[src/rtl/rv_ctrl_pkg.sv]
// Shared encodings for the multi-cycle RV32I control path: FSM states, opcodes
// and every mux/ALU select code the datapath understands.
package rv_ctrl_pkg;

    typedef enum logic [3:0] {
        S_FETCH    = 4'd0,
        S_DECODE   = 4'd1,
        S_MEMADR   = 4'd2,
        S_MEMREAD  = 4'd3,
        S_MEMWB    = 4'd4,
        S_MEMWRITE = 4'd5,
        S_EXECUTER = 4'd6,
        S_EXECUTEI = 4'd7,
        S_ALUWB    = 4'd8,
        S_BRANCH   = 4'd9,
        S_JAL      = 4'd10
    } state_t;

    localparam logic [6:0] OP_LW     = 7'b0000011;
    localparam logic [6:0] OP_SW     = 7'b0100011;
    localparam logic [6:0] OP_RTYPE  = 7'b0110011;
    localparam logic [6:0] OP_ITYPE  = 7'b0010011;
    localparam logic [6:0] OP_BRANCH = 7'b1100011;
    localparam logic [6:0] OP_JAL    = 7'b1101111;

    localparam logic [1:0] ALUOP_ADD   = 2'b00;
    localparam logic [1:0] ALUOP_SUB   = 2'b01;
    localparam logic [1:0] ALUOP_FUNCT = 2'b10;

    localparam logic [2:0] ALUC_ADD = 3'b000;
    localparam logic [2:0] ALUC_SUB = 3'b001;
    localparam logic [2:0] ALUC_AND = 3'b010;
    localparam logic [2:0] ALUC_OR  = 3'b011;
    localparam logic [2:0] ALUC_SLT = 3'b101;

    localparam logic [1:0] RES_ALUOUT    = 2'b00;
    localparam logic [1:0] RES_DATA      = 2'b01;
    localparam logic [1:0] RES_ALURESULT = 2'b10;

    localparam logic [1:0] SRCA_PC    = 2'b00;
    localparam logic [1:0] SRCA_OLDPC = 2'b01;
    localparam logic [1:0] SRCA_RD1   = 2'b10;

    localparam logic [1:0] SRCB_RD2  = 2'b00;
    localparam logic [1:0] SRCB_IMM  = 2'b01;
    localparam logic [1:0] SRCB_FOUR = 2'b10;

    localparam logic [1:0] IMM_I = 2'b00;
    localparam logic [1:0] IMM_S = 2'b01;
    localparam logic [1:0] IMM_B = 2'b10;
    localparam logic [1:0] IMM_J = 2'b11;

    // Immediate format depends only on the opcode, so it is valid in every state.
    function automatic logic [1:0] imm_src(input logic [6:0] op);
        case (op)
            OP_SW:     imm_src = IMM_S;
            OP_BRANCH: imm_src = IMM_B;
            OP_JAL:    imm_src = IMM_J;
            default:   imm_src = IMM_I;
        endcase
    endfunction

endpackage

[src/rtl/alu_decoder.sv]
// Maps the FSM's coarse ALU request plus the instruction funct fields onto the
// ALU operation code.
module alu_decoder
    import rv_ctrl_pkg::*;
#(
    parameter int ALU_CTRL_W = 3
) (
    input  logic [1:0]            aluop,
    input  logic [2:0]            funct3,
    input  logic                  funct7,
    input  logic                  op5,
    output logic [ALU_CTRL_W-1:0] alucontrol
);

    logic [2:0] ctrl;

    always_comb begin
        ctrl = ALUC_ADD;
        case (aluop)
            ALUOP_SUB: ctrl = ALUC_SUB;
            ALUOP_FUNCT: begin
                case (funct3)
                    // Only R-type (op5=1) can encode sub; addi ignores instr[30].
                    3'b000:  ctrl = (op5 && funct7) ? ALUC_SUB : ALUC_ADD;
                    3'b010:  ctrl = ALUC_SLT;
                    3'b110:  ctrl = ALUC_OR;
                    3'b111:  ctrl = ALUC_AND;
                    default: ctrl = ALUC_ADD;
                endcase
            end
            default: ctrl = ALUC_ADD;
        endcase
    end

    assign alucontrol = ALU_CTRL_W'(ctrl);

endmodule

[src/rtl/multicycle_control_unit.sv]
// Control FSM of the multi-cycle RV32I core: steps each instruction through
// fetch/decode/execute/writeback and drives every datapath enable and select.
module multicycle_control_unit
    import rv_ctrl_pkg::*;
#(
    parameter int ALU_CTRL_W  = 3,
    parameter int SUPPORT_BNE = 1,
    parameter int MEM_WAIT_EN = 0,
    parameter int CNT_W       = 32
) (
    input  logic                  clk,
    input  logic                  reset,
    input  logic [6:0]            Opcode,
    input  logic [2:0]            funct3,
    input  logic                  funct7,
    input  logic                  zero,
    input  logic                  mem_ready,
    output logic                  PCWrite,
    output logic                  AdrSrc,
    output logic                  MemWrite,
    output logic                  IRWrite,
    output logic [1:0]            ResultSrc,
    output logic [1:0]            ALUSrcA,
    output logic [1:0]            ALUSrcB,
    output logic [1:0]            ImmSrc,
    output logic [ALU_CTRL_W-1:0] ALUControl,
    output logic                  RegWrite,
    output logic                  illegal,
    output logic [CNT_W-1:0]      instret,
    output logic [3:0]            state_o
);

    state_t     state;
    state_t     cur_state;
    state_t     next_state;
    logic       stall;
    logic       bne_sel;
    logic       retire;
    logic [1:0] aluop;
    logic       pcwrite_c;
    logic       irwrite_c;
    logic       regwrite_c;
    logic       memwrite_c;
    logic       illegal_c;

    assign stall   = (MEM_WAIT_EN != 0) && !mem_ready;
    assign bne_sel = (SUPPORT_BNE != 0) && funct3[0];

    // While reset is held the selects already show the FETCH pattern.
    assign cur_state = reset ? S_FETCH : state;

    always_ff @(posedge clk) begin
        if (reset) begin
            state   <= S_FETCH;
            instret <= '0;
        end else begin
            state <= next_state;
            if (retire) begin
                instret <= instret + CNT_W'(1);
            end
        end
    end

    always_comb begin
        next_state = S_FETCH;
        retire     = 1'b0;
        aluop      = ALUOP_ADD;
        AdrSrc     = 1'b0;
        ResultSrc  = RES_ALUOUT;
        ALUSrcA    = SRCA_PC;
        ALUSrcB    = SRCB_RD2;
        pcwrite_c  = 1'b0;
        irwrite_c  = 1'b0;
        regwrite_c = 1'b0;
        memwrite_c = 1'b0;
        illegal_c  = 1'b0;
        case (cur_state)
            S_FETCH: begin
                ALUSrcB    = SRCB_FOUR;
                ResultSrc  = RES_ALURESULT;
                irwrite_c  = !stall;
                pcwrite_c  = !stall;
                next_state = stall ? S_FETCH : S_DECODE;
            end
            S_DECODE: begin
                ALUSrcA = SRCA_OLDPC;
                ALUSrcB = SRCB_IMM;
                case (Opcode)
                    OP_LW, OP_SW: next_state = S_MEMADR;
                    OP_RTYPE:     next_state = S_EXECUTER;
                    OP_ITYPE:     next_state = S_EXECUTEI;
                    OP_BRANCH:    next_state = S_BRANCH;
                    OP_JAL:       next_state = S_JAL;
                    default: begin
                        next_state = S_FETCH;
                        illegal_c  = 1'b1;
                    end
                endcase
            end
            S_MEMADR: begin
                ALUSrcA    = SRCA_RD1;
                ALUSrcB    = SRCB_IMM;
                next_state = Opcode[5] ? S_MEMWRITE : S_MEMREAD;
            end
            S_MEMREAD: begin
                AdrSrc     = 1'b1;
                next_state = stall ? S_MEMREAD : S_MEMWB;
            end
            S_MEMWB: begin
                ResultSrc  = RES_DATA;
                regwrite_c = 1'b1;
                retire     = 1'b1;
            end
            S_MEMWRITE: begin
                // Strobe stays up across wait states; memory takes it once ready.
                AdrSrc     = 1'b1;
                memwrite_c = 1'b1;
                retire     = !stall;
                next_state = stall ? S_MEMWRITE : S_FETCH;
            end
            S_EXECUTER: begin
                ALUSrcA    = SRCA_RD1;
                aluop      = ALUOP_FUNCT;
                next_state = S_ALUWB;
            end
            S_EXECUTEI: begin
                ALUSrcA    = SRCA_RD1;
                ALUSrcB    = SRCB_IMM;
                aluop      = ALUOP_FUNCT;
                next_state = S_ALUWB;
            end
            S_ALUWB: begin
                regwrite_c = 1'b1;
                retire     = 1'b1;
            end
            S_BRANCH: begin
                ALUSrcA   = SRCA_RD1;
                aluop     = ALUOP_SUB;
                pcwrite_c = zero ^ bne_sel;
                retire    = 1'b1;
            end
            S_JAL: begin
                ALUSrcA    = SRCA_OLDPC;
                ALUSrcB    = SRCB_FOUR;
                pcwrite_c  = 1'b1;
                next_state = S_ALUWB;
            end
            default: next_state = S_FETCH;
        endcase
    end

    assign PCWrite  = pcwrite_c && !reset;
    assign IRWrite  = irwrite_c && !reset;
    assign RegWrite = regwrite_c && !reset;
    assign MemWrite = memwrite_c && !reset;
    assign illegal  = illegal_c && !reset;
    assign ImmSrc   = imm_src(Opcode);
    assign state_o  = state;

    alu_decoder #(
        .ALU_CTRL_W(ALU_CTRL_W)
    ) u_alu_decoder (
        .aluop     (aluop),
        .funct3    (funct3),
        .funct7    (funct7),
        .op5       (Opcode[5]),
        .alucontrol(ALUControl)
    );

endmodule
[config.mk]
export PLATFORM = sky130hd
export DESIGN_NAME = multicycle_control_unit
export DESIGN_NICKNAME = d
export VERILOG_FILES = /design/src/rtl/rv_ctrl_pkg.sv /design/src/rtl/alu_decoder.sv /design/src/rtl/multicycle_control_unit.sv
export SDC_FILE = /design/constraint.sdc
export NUM_CORES = 1
export LEC_CHECK = 0
export BUFFER_PORTS_ARGS = -buffer_cell sky130_fd_sc_hd__buf_2
export CAP_MARGIN = 30
export CORE_MARGIN = 5
export CORE_UTILIZATION = 57
export CTS_BUF_LIST = sky130_fd_sc_hd__clkbuf_4 sky130_fd_sc_hd__clkbuf_8
export DETAILED_ROUTE_END_ITERATION = 6
export HOLD_SLACK_MARGIN = 0.06
export PLACE_DENSITY = 0.88
export RECOVER_POWER = 100
export SLEW_MARGIN = 20
export SYNTH_ARGS = -nofsm -noshare
export SYNTH_HDL_FRONTEND = slang
export SYNTH_HIERARCHICAL = 1
export SYNTH_SLANG_ARGS = --single-unit
[constraint.sdc]
create_clock -name clk -period 3.2 [get_ports clk]
set_input_delay 0.48 -clock clk [delete_from_list [all_inputs] [get_ports clk]]
set_output_delay 0.48 -clock clk [all_outputs]
set_load 0.05 [all_outputs]
==> results.tsv, run 1 <==
stage	metric	value	unit
sta	Final Hold Viols	0	
sta	Final setup viols	0	
synthesis	sequential share of the synthesized area	33.2	%
final_layout	most common cell after layout, fill and taps aside	clkbuf_1	
synthesis	Mapped Area	2170	um2
final_layout	Area Growth Syn to Fin	17.2	%
floorplan	Die H	71.7	um
grt	largest net degree at the start of global routing	26	
floorplan	Initial Utilization	58.9	%
clock_tree	cts bufs inserted	5	
placement	# port buffers	66	
worst_setup_path	Critical Path Sink Type	primary output	
worst_setup_path	critical path class	in2out	
sta	RSZ-0062 raised after global routing	no	
final_layout	fill cell count	334	
worst_setup_path	critical path arrival	2500	ps
sta	Worst-Margin Slew	1040	ps
grt	antenna violations before repair	0	
worst_setup_path	CP required	2720	ps
clock_tree	CTS tree	done	
synthesis	largest area contributor in the netlist	dfxtp_1	
sta	period utilization	93.2	%
floorplan	Core Region	3690	um2
final_layout	fin area	2540	um2
final_layout	most frequent cells in the layout	46 x clkbuf_1, 36 x dfxtp_1, 26 x nor2_1	
clock_tree	Clk Latency, worst-skew pair	290	ps
sta	Final Slew Violations	0	
clock_tree	PostCTS Resize Cnt	0	
power	P_leak	0.858	nW
sta	setup TNS	0	ps
worst_setup_path	maximum fanout along the worst path	25	
detailed_routing	final wirelength	5390	um
synthesis	top cells by area, synth	dfxtp_1 33%, nor2_1 4.5%, a21oi_1 4.1%	
floorplan	IO Pins	68	
synthesis	Syn Inst Count	269	
final_layout	fraction of layout cells with a size suffix above 1	14.0	%
sta	FMAX	0.335	GHz
detailed_routing	vias per std cell	5.94	
synthesis	EDFF count, synth	0	
power	Peak VDD IR	0.000219	V
detailed_routing	initial DRC count	136	
floorplan	site row count	22	
synthesis	synthesized flop and latch total	36	
detailed_routing	routed vias	2238	
placement	DP Worst Slack	628	ps
detailed_routing	DRC violations left	0	
synthesis	Synthesized Nets	287	
clock_tree	Post-CTS Hold Fix Bufs	0	
power	pwr/cell area	347	nW/um2
placement	GP Congestion	0.836	
hold_path	Hold/Removal Path Class	reg2reg	
sta	Worst Skew	3.66	ps
clock_tree	clk slew on worst S/H paths	70	ps
placement	Placed Area	2520	um2
synthesis	Main synth FF type	dfxtp_1	
floorplan	die width	71.7	um
grt	global route total overflow	0	
sta	slew margin rel.	30.9	%
placement	Final HPWL DP	3910	um
final_layout	final net count	346	
final_layout	sequential cell area	721	um2
synthesis	fraction of registers with async set/reset	0	%
final_layout	multi-input logic area	1360	um2
clock_tree	clk sinks	36	
synthesis	Netlist cell types	45	
sta	min Tclk post-route	2980	ps
synthesis	synth warn	6	
clock_tree	H-tree levels	2	
worst_setup_path	Worst setup SP type	input port	
sta	final worst setup slack	217	ps
detailed_routing	Post-DRT Antenna Nets	0	
grt	vias in the first global route	2075	
grt	all-layer global routing usage	21.2	%
grt	first-pass GRT wire length	8910	um
synthesis	syn_area_per_cell	8.07	um2
sta	Hold Slack	476	ps
synthesis	Yosys top cell area share	33.2	%
run	Max Cap Violations	0	
detailed_routing	DR pass1 iterations	4	
detailed_routing	DR WL/cell	14.3	um
clock_tree	post-CTS setup buffer count	0	
final_layout	diode count	0	
clock_tree	clock root cell	clkbuf_8	
run_status	status	completed	
clock_tree	Max clock buf depth	2	
floorplan	die footprint	5150	um2
[cell type report]
cell class / count / share of cell area, %
clock buffer: 7 / 3.54
timing repair buffer: 67 / 10.9
tap: 48 / 2.36
clock inverter: 1 / 0.295
sequential: 36 / 28.3
multi-input combinational: 210 / 53.4
inverter: 8 / 1.18
[worst paths after layout]
path | startpoint | to | slack [ps] | cells after the start
setup reg to reg | state_o[1] | instret[29] | 740 | 4
hold / removal | instret[31] | instret[31] | 480 | 1
hold reg to reg | instret[31] | instret[31] | 480 | 1
setup / recovery | reset | MemWrite | 220 | 6
[stage by stage]
| stage | utilization [%] | power [mW] | cells |
|---|---|---|---|
| 6_report | 69.0 | 0.883 | 377 |
| 5_1_grt | 69.0 | 0.917 | 377 |
| 4_1_cts | 71.0 | 0.891 | 377 |
| 3_5_place_dp | 68.3 | 0.550 | 369 |
| 3_3_place_gp | 68.3 | 0.549 | 369 |
| 2_1_floorplan | - | 0.525 | 269 |
[routing by layer]
metal	track usage [%]	share of wire [%]
met5	0	0
met4	7.93	1.6
met3	5.89	6.0
met2	37.7	51
met1	24.0	42
[worst max-delay path: stages]
cell and delay, ps:
buf_2 350, clkbuf_1 820, inv_1 310, nand3b_1 210, nor3b_1 60, clkbuf_2 260
[synth_stat cells, drive strengths merged (5+ instances only)]
cell type / number
nand3: 16
nor3: 5
buf: 5
nand2b: 5
nor2: 26
and3: 6
mux2: 8
nor4: 8
nor2b: 9
and4: 5
o21ai: 6
inv: 8
o31ai: 8
dfxtp: 36
a21oi: 18
or3: 6
or4: 10
nand2: 20
xor2: 9
nand4: 6
clkbuf: 10
[registers in the layout, summed over array words and instances (netlist names)]
signal / count
state_o: 4
instret: 32
[cell families (layout without fill, tap and decap cells)]
logic type      after synthesis  after routing  synth area share, %
buf+inv                      23             83                 4.32
flops                        36             36                 33.2
mux                           9              9                 4.61
compound gates               44             44                 13.2
fa+ha+maj                     3              3                 1.73
xor+xnor                     13             13                 5.59
simple gates                141            141                 37.4
[where the power goes]
part | leakage, nW | switching [mW] | internal, mW
combinational | 0.520 | 0.0590 | 0.0248
sequential | 0.290 | 0.00504 | 0.449
clock | 0.0479 | 0.162 | 0.183
Power figures use the tool's default switching activity.
==> inputs of run 2 (changes only) <==
RECOVER_POWER = unset   (was 100)
==> results.tsv, run 2 (synthesis results as in run 1) <==
stage	metric	value	unit	change
placement	GP Congestion	0.836		unchanged
sta	period utilization	90.9	%	was 93.2%
grt	global route total overflow	0		unchanged
final_layout	post-layout util	71.0	%	was 69.0%
detailed_routing	DR WL/cell	14.3	um	about the same
final_layout	Area Growth Syn to Fin	20.5	%	was 17.2%
grt	all-layer global routing usage	21.2	%	unchanged
final_layout	Most flops, register	instret		unchanged
placement	DP Worst Slack	628	ps	unchanged
power	Comb power frac	9.6	%	was 9.5%
worst_setup_path	Worst R2R Path Depth	4		unchanged
floorplan	Die H	71.7	um	unchanged
detailed_routing	Post-DRT Antenna Nets	0		unchanged
placement	Final HPWL DP	3910	um	unchanged
clock_tree	cts bufs inserted	5		unchanged
power	P_leak	1.06	nW	was 0.858 nW
clock_tree	Clk Latency, worst-skew pair	290	ps	about the same
placement	Placed Area	2520	um2	unchanged
final_layout	fin area	2620	um2	was 2540 um2
clock_tree	Post-CTS Hold Fix Bufs	0		unchanged
worst_setup_path	CP peak stage delay	710	ps	was 820 ps
detailed_routing	vias per std cell	5.91		was 5.94
sta	RSZ-0062 raised after global routing	no		unchanged
detailed_routing	initial DRC count	120		was 136
hold_path	Hold/Removal Path Class	reg2reg		unchanged
power	switch share	25.9	%	was 25.6%
power	pwr/cell area	340	nW/um2	was 347 nW/um2
sta	Worst Skew	4.80	ps	was 3.66 ps
worst_setup_path	CP max-delay cell	dfxtp_1		was clkbuf_1
power	Seq pwr share	51.0	%	was 51.4%
final_layout	max reg flops	32		unchanged
final_layout	diode count	0		unchanged
final_layout	final net count	346		unchanged
detailed_routing	routed vias	2229		was 2,238
floorplan	Initial Utilization	58.9	%	unchanged
clock_tree	clk slew on worst S/H paths	70	ps	about the same
detailed_routing	final wirelength	5380	um	was 5390 um
final_layout	most common cell after layout, fill and taps aside	buf_2		was clkbuf_1
sta	min Tclk post-route	2910	ps	was 2980 ps
sta	Worst-Margin Slew	615	ps	was 1040 ps
run	Max Cap Violations	0		unchanged
sta	Hold Slack	473	ps	was 476 ps
sta	Final setup viols	0		unchanged
final_layout	fraction of layout cells with a size suffix above 1	28.9	%	was 14.0%
final_layout	most frequent cells in the layout	66 x buf_2, 36 x dfxtp_1, 26 x nor2_1		was 46 x clkbuf_1, 36 x dfxtp_1, 26 x nor2_1
worst_setup_path	maximum fanout along the worst path	19		was 25
clock_tree	H-tree levels	2		unchanged
clock_tree	clock root cell	clkbuf_8		unchanged
sta	FMAX	0.344	GHz	was 0.335 GHz
clock_tree	PostCTS Resize Cnt	0		unchanged
sta	slew margin rel.	58.9	%	was 30.9%
hold_path	WHS Path Cells	1		unchanged
floorplan	Core Region	3690	um2	unchanged
floorplan	site row count	22		unchanged
floorplan	die width	71.7	um	unchanged
grt	first-pass GRT wire length	8910	um	unchanged
detailed_routing	DRC violations left	0		unchanged
clock_tree	CTS tree	done		unchanged
grt	vias in the first global route	2075		unchanged
worst_setup_path	CP required	2720	ps	about the same
clock_tree	clk sinks	36		unchanged
run_status	status	completed		unchanged
floorplan	IO Pins	68		unchanged
detailed_routing	DR pass1 iterations	4		unchanged
power	Final Power	890	uW	was 883 uW
floorplan	die footprint	5150	um2	unchanged
grt	largest net degree at the start of global routing	26		unchanged
placement	# port buffers	66		unchanged
power	Peak VDD IR	0.000221	V	was 0.000219 V
worst_setup_path	Cell Chain, Critical Path	nand2b_1, nor3b_1, ha_1, nand2b_4, a221oi_2, buf_2		was buf_2, clkbuf_1, inv_1, nand3b_1, nor3b_1, clkbuf_2
worst_setup_path	Critical Path Sink Type	primary output		unchanged
worst_setup_path	critical path arrival	2430	ps	was 2500 ps
sta	Final Slew Violations	0		unchanged
clock_tree	Max clock buf depth	2		unchanged
clock_tree	post-CTS setup buffer count	0		unchanged
power	Int Pwr	659	uW	was 657 uW
sta	final worst setup slack	292	ps	was 217 ps
power	Net Switching	230	uW	was 226 uW
worst_setup_path	critical path class	reg2out		was in2out
power	Clk pwr share	39.3	%	was 39.1%
sta	Final Hold Viols	0		unchanged
worst_setup_path	Worst setup SP type	flip-flop		was input port
grt	antenna violations before repair	0		unchanged
-- run 2: changes by cell type in the layout (fill, tap and decap cells not counted), sizes merged --
cell and delta:
clkbuf -52, buf +52
-- run 2: worst paths after layout --
path	start	to	slack [ps]
min	instret[31]	instret[31]	470
max	state_o[1]	ALUControl[0]	290
max reg2reg	state_o[2]	instret[30]	940
min reg2reg	instret[31]	instret[31]	470
-- run 2: through the flow --
step                TNS, ps  cells
floorplan              -250    269
CTS                       0    377
detailed placement        0    369
global route              0    377
finish                    0    377
global placement          0    369
-- run 2: power by group through the flow --
stage / Sequential (mW) / Combinational, mW / Clock, mW
2_1_floorplan: 0.466 / 0.0594 / 0
5_1_grt: 0.454 / 0.0930 / 0.371
3_3_place_gp: 0.464 / 0.0844 / 0
6_report: 0.454 / 0.0857 / 0.350
4_1_cts: 0.454 / 0.0859 / 0.352
3_5_place_dp: 0.464 / 0.0857 / 0
-- run 2: critical path: cells and delay by family (launching register included) --
family | cells | cell delay, ps
AOI/OAI and AO/OA | 1 | 240
adders and majority gates | 1 | 290
buffers and inverters | 1 | 290
DFF | 1 | 710
and+or+nand+nor | 3 | 600
-- run 2: per-layer routing --
layer | GRT usage, % | wire length (um) | up-vias
li1 | - | - | 1113
met1 | 24.0 | 2240 | 1034
met2 | 37.7 | 2680 | 71
met3 | 5.89 | 381 | 11
met4 | 7.93 | 81 | 0
met5 | 0 | 0 | -
-- run 2: cell type report --
type / count / area, um2
Sequential cell: 36 / 721
Fill cell: 309 / 1070
Timing Repair Buffer: 67 / 338
Inverter: 8 / 30.0
Multi-Input combinational cell: 210 / 1370
Clock inverter: 1 / 7.51
Tap cell: 48 / 60.1
Clock buffer: 7 / 90.1
==> inputs of run 3 (changes only) <==
CORE_MARGIN = 2   (was 5)
CORE_UTILIZATION = 40   (was 57)
PLACE_DENSITY = 0.65   (was 0.88)
==> results.tsv, run 3 (synthesis results as in run 1) <==
stage	metric	value	unit	change
floorplan	Core Region	5170	um2	was 3690 um2
detailed_routing	routed vias	2183		was 2,229
clock_tree	Clk Latency, worst-skew pair	290	ps	about the same
grt	vias in the first global route	1942		was 2,075
worst_setup_path	Critical Path Sink Type	primary output		unchanged
power	P_leak	1.07	nW	was 1.06 nW
worst_setup_path	critical path arrival	2330	ps	was 2430 ps
sta	setup TNS	0	ps	unchanged
clock_tree	clock root cell	clkbuf_8		unchanged
detailed_routing	DR WL/cell	13.4	um	was 14.3 um
clock_tree	H-tree levels	2		unchanged
worst_setup_path	R2R Path Start	state_o[2]		unchanged
clock_tree	Post-CTS Hold Fix Bufs	0		unchanged
grt	global route total overflow	0		unchanged
clock_tree	CTS tree	done		unchanged
worst_setup_path	Worst path depth	6		unchanged
detailed_routing	final wirelength	5360	um	was 5380 um
worst_setup_path	maximum fanout along the worst path	16		was 19
sta	period utilization	87.8	%	was 90.9%
final_layout	Area Growth Syn to Fin	22.4	%	was 20.5%
run	Max Cap Violations	0		unchanged
detailed_routing	Post-DRT Antenna Nets	0		unchanged
sta	Final Slew Violations	0		unchanged
sta	slew margin rel.	56.6	%	was 58.9%
power	Final Power	890	uW	about the same
clock_tree	cts bufs inserted	5		unchanged
grt	antenna violations before repair	0		unchanged
grt	first-pass GRT wire length	8880	um	was 8910 um
final_layout	Final Non-Filler Cells	400		was 377
final_layout	diode count	0		unchanged
floorplan	site row count	26		was 22
sta	Worst-Margin Slew	649	ps	was 615 ps
placement	# port buffers	66		unchanged
power	Peak VDD IR	0.000155	V	was 0.000221 V
hold_path	WHS Path Cells	1		unchanged
clock_tree	Max clock buf depth	2		unchanged
worst_setup_path	Worst setup SP type	flip-flop		unchanged
worst_setup_path	CP startpoint	state_o[0]		was state_o[1]
sta	FMAX	0.356	GHz	was 0.344 GHz
placement	GP Congestion	0.754		was 0.836
worst_setup_path	CP peak stage delay	610	ps	was 710 ps
worst_setup_path	CP required	2720	ps	about the same
sta	min Tclk post-route	2810	ps	was 2910 ps
floorplan	die width	77.7	um	was 71.7 um
grt	all-layer global routing usage	17.8	%	was 21.2%
clock_tree	post-CTS setup buffer count	0		unchanged
worst_setup_path	CP max-delay cell	dfxtp_1		unchanged
placement	DP Worst Slack	679	ps	was 628 ps
final_layout	fill cell count	517		was 309
clock_tree	clk slew on worst S/H paths	70	ps	about the same
power	pwr/cell area	335	nW/um2	was 340 nW/um2
sta	Final setup viols	0		unchanged
final_layout	sequential cell area	721	um2	unchanged
worst_setup_path	Crit path buffers/inverters	2		was 1
worst_setup_path	critical path class	reg2out		unchanged
final_layout	final net count	348		was 346
floorplan	Initial Utilization	42.0	%	was 58.9%
detailed_routing	vias per std cell	5.46		was 5.91
sta	RSZ-0062 raised after global routing	no		unchanged
final_layout	most common cell after layout, fill and taps aside	buf_2		unchanged
clock_tree	clk sinks	36		unchanged
hold_path	Worst Hold Launch	instret[31]		unchanged
run_status	status	completed		unchanged
detailed_routing	initial DRC count	92		was 120
sta	final worst setup slack	391	ps	was 292 ps
detailed_routing	DRC violations left	0		unchanged
worst_setup_path	Cell Chain, Critical Path	nor2b_1, and3_1, inv_1, ha_1, nor4b_2, buf_2		was nand2b_1, nor3b_1, ha_1, nand2b_4, a221oi_2, buf_2
final_layout	fraction of layout cells with a size suffix above 1	29.1	%	was 28.9%
worst_setup_path	Worst R2R Path Depth	4		unchanged
floorplan	Die H	77.7	um	was 71.7 um
sta	Final Hold Viols	0		unchanged
placement	Cell Count Post-Placement	393		was 369
final_layout	multi-input logic area	1370	um2	unchanged
clock_tree	PostCTS Resize Cnt	0		unchanged
sta	Worst Skew	8.87	ps	was 4.80 ps
final_layout	Most flops, register	instret		unchanged
floorplan	IO Pins	68		unchanged
final_layout	most frequent cells in the layout	66 x buf_2, 36 x dfxtp_1, 26 x nor2_1		unchanged
placement	Final HPWL DP	3870	um	was 3910 um
floorplan	die footprint	6040	um2	was 5150 um2
final_layout	max reg flops	32		unchanged
hold_path	Hold/Removal Path Class	reg2reg		unchanged
detailed_routing	DR pass1 iterations	4		unchanged
final_layout	post-layout util	51.4	%	was 71.0%
grt	largest net degree at the start of global routing	22		was 26
worst_setup_path	CP top delay family	simple AND/OR/NAND/NOR gates		was flip-flops
## run 3: power by group
part | internal, mW | leakage, nW | switching, mW | total, mW
clock network | 0.192 | 0.0503 | 0.157 | 0.348
logic | 0.0276 | 0.734 | 0.0599 | 0.0875
registers | 0.449 | 0.290 | 0.00478 | 0.454
total | 0.668 | 1.07 | 0.221 | 0.890
## run 3: final timing paths
kind	end	slack, ps
max	ALUControl[2]	390
min	instret[31]	480
max reg2reg	instret[28]	920
min reg2reg	instret[31]	480
## run 3: cell type report
cell class | instances | area share, %
Clock buffer | 7 | 3.62
Multi-Input combinational cell | 210 | 51.6
Timing Repair Buffer | 69 | 13.3
Inverter | 8 | 1.13
Tap cell | 70 | 3.29
Sequential cell | 36 | 27.1
## run 3: worst register-to-register path: cells and delay by family (launching register included)
kind | cells | cell delay [ps]
and+or+nand+nor | 2 | 760
muxes | 1 | 370
xor gates and xnor gates | 1 | 370
DFF | 1 | 660
## run 3: routing by layer
layer | GRT usage [%] | up-vias | wire length [um]
met5 | 0 | - | 0
met4 | 5.71 | 0 | 65
met3 | 3.60 | 6 | 226
met2 | 29.5 | 47 | 2480
met1 | 23.2 | 1024 | 2590
li1 | - | 1106 | -
## run 3: per-stage QoR
step / hold WS, ps / instance area [um2]
after floorplan: 620 / 2190
final: 476 / 2660
after global routing: 503 / 2660
after global placement: 447 / 2560
after CTS: 487 / 2660
after detailed placement: 472 / 2560
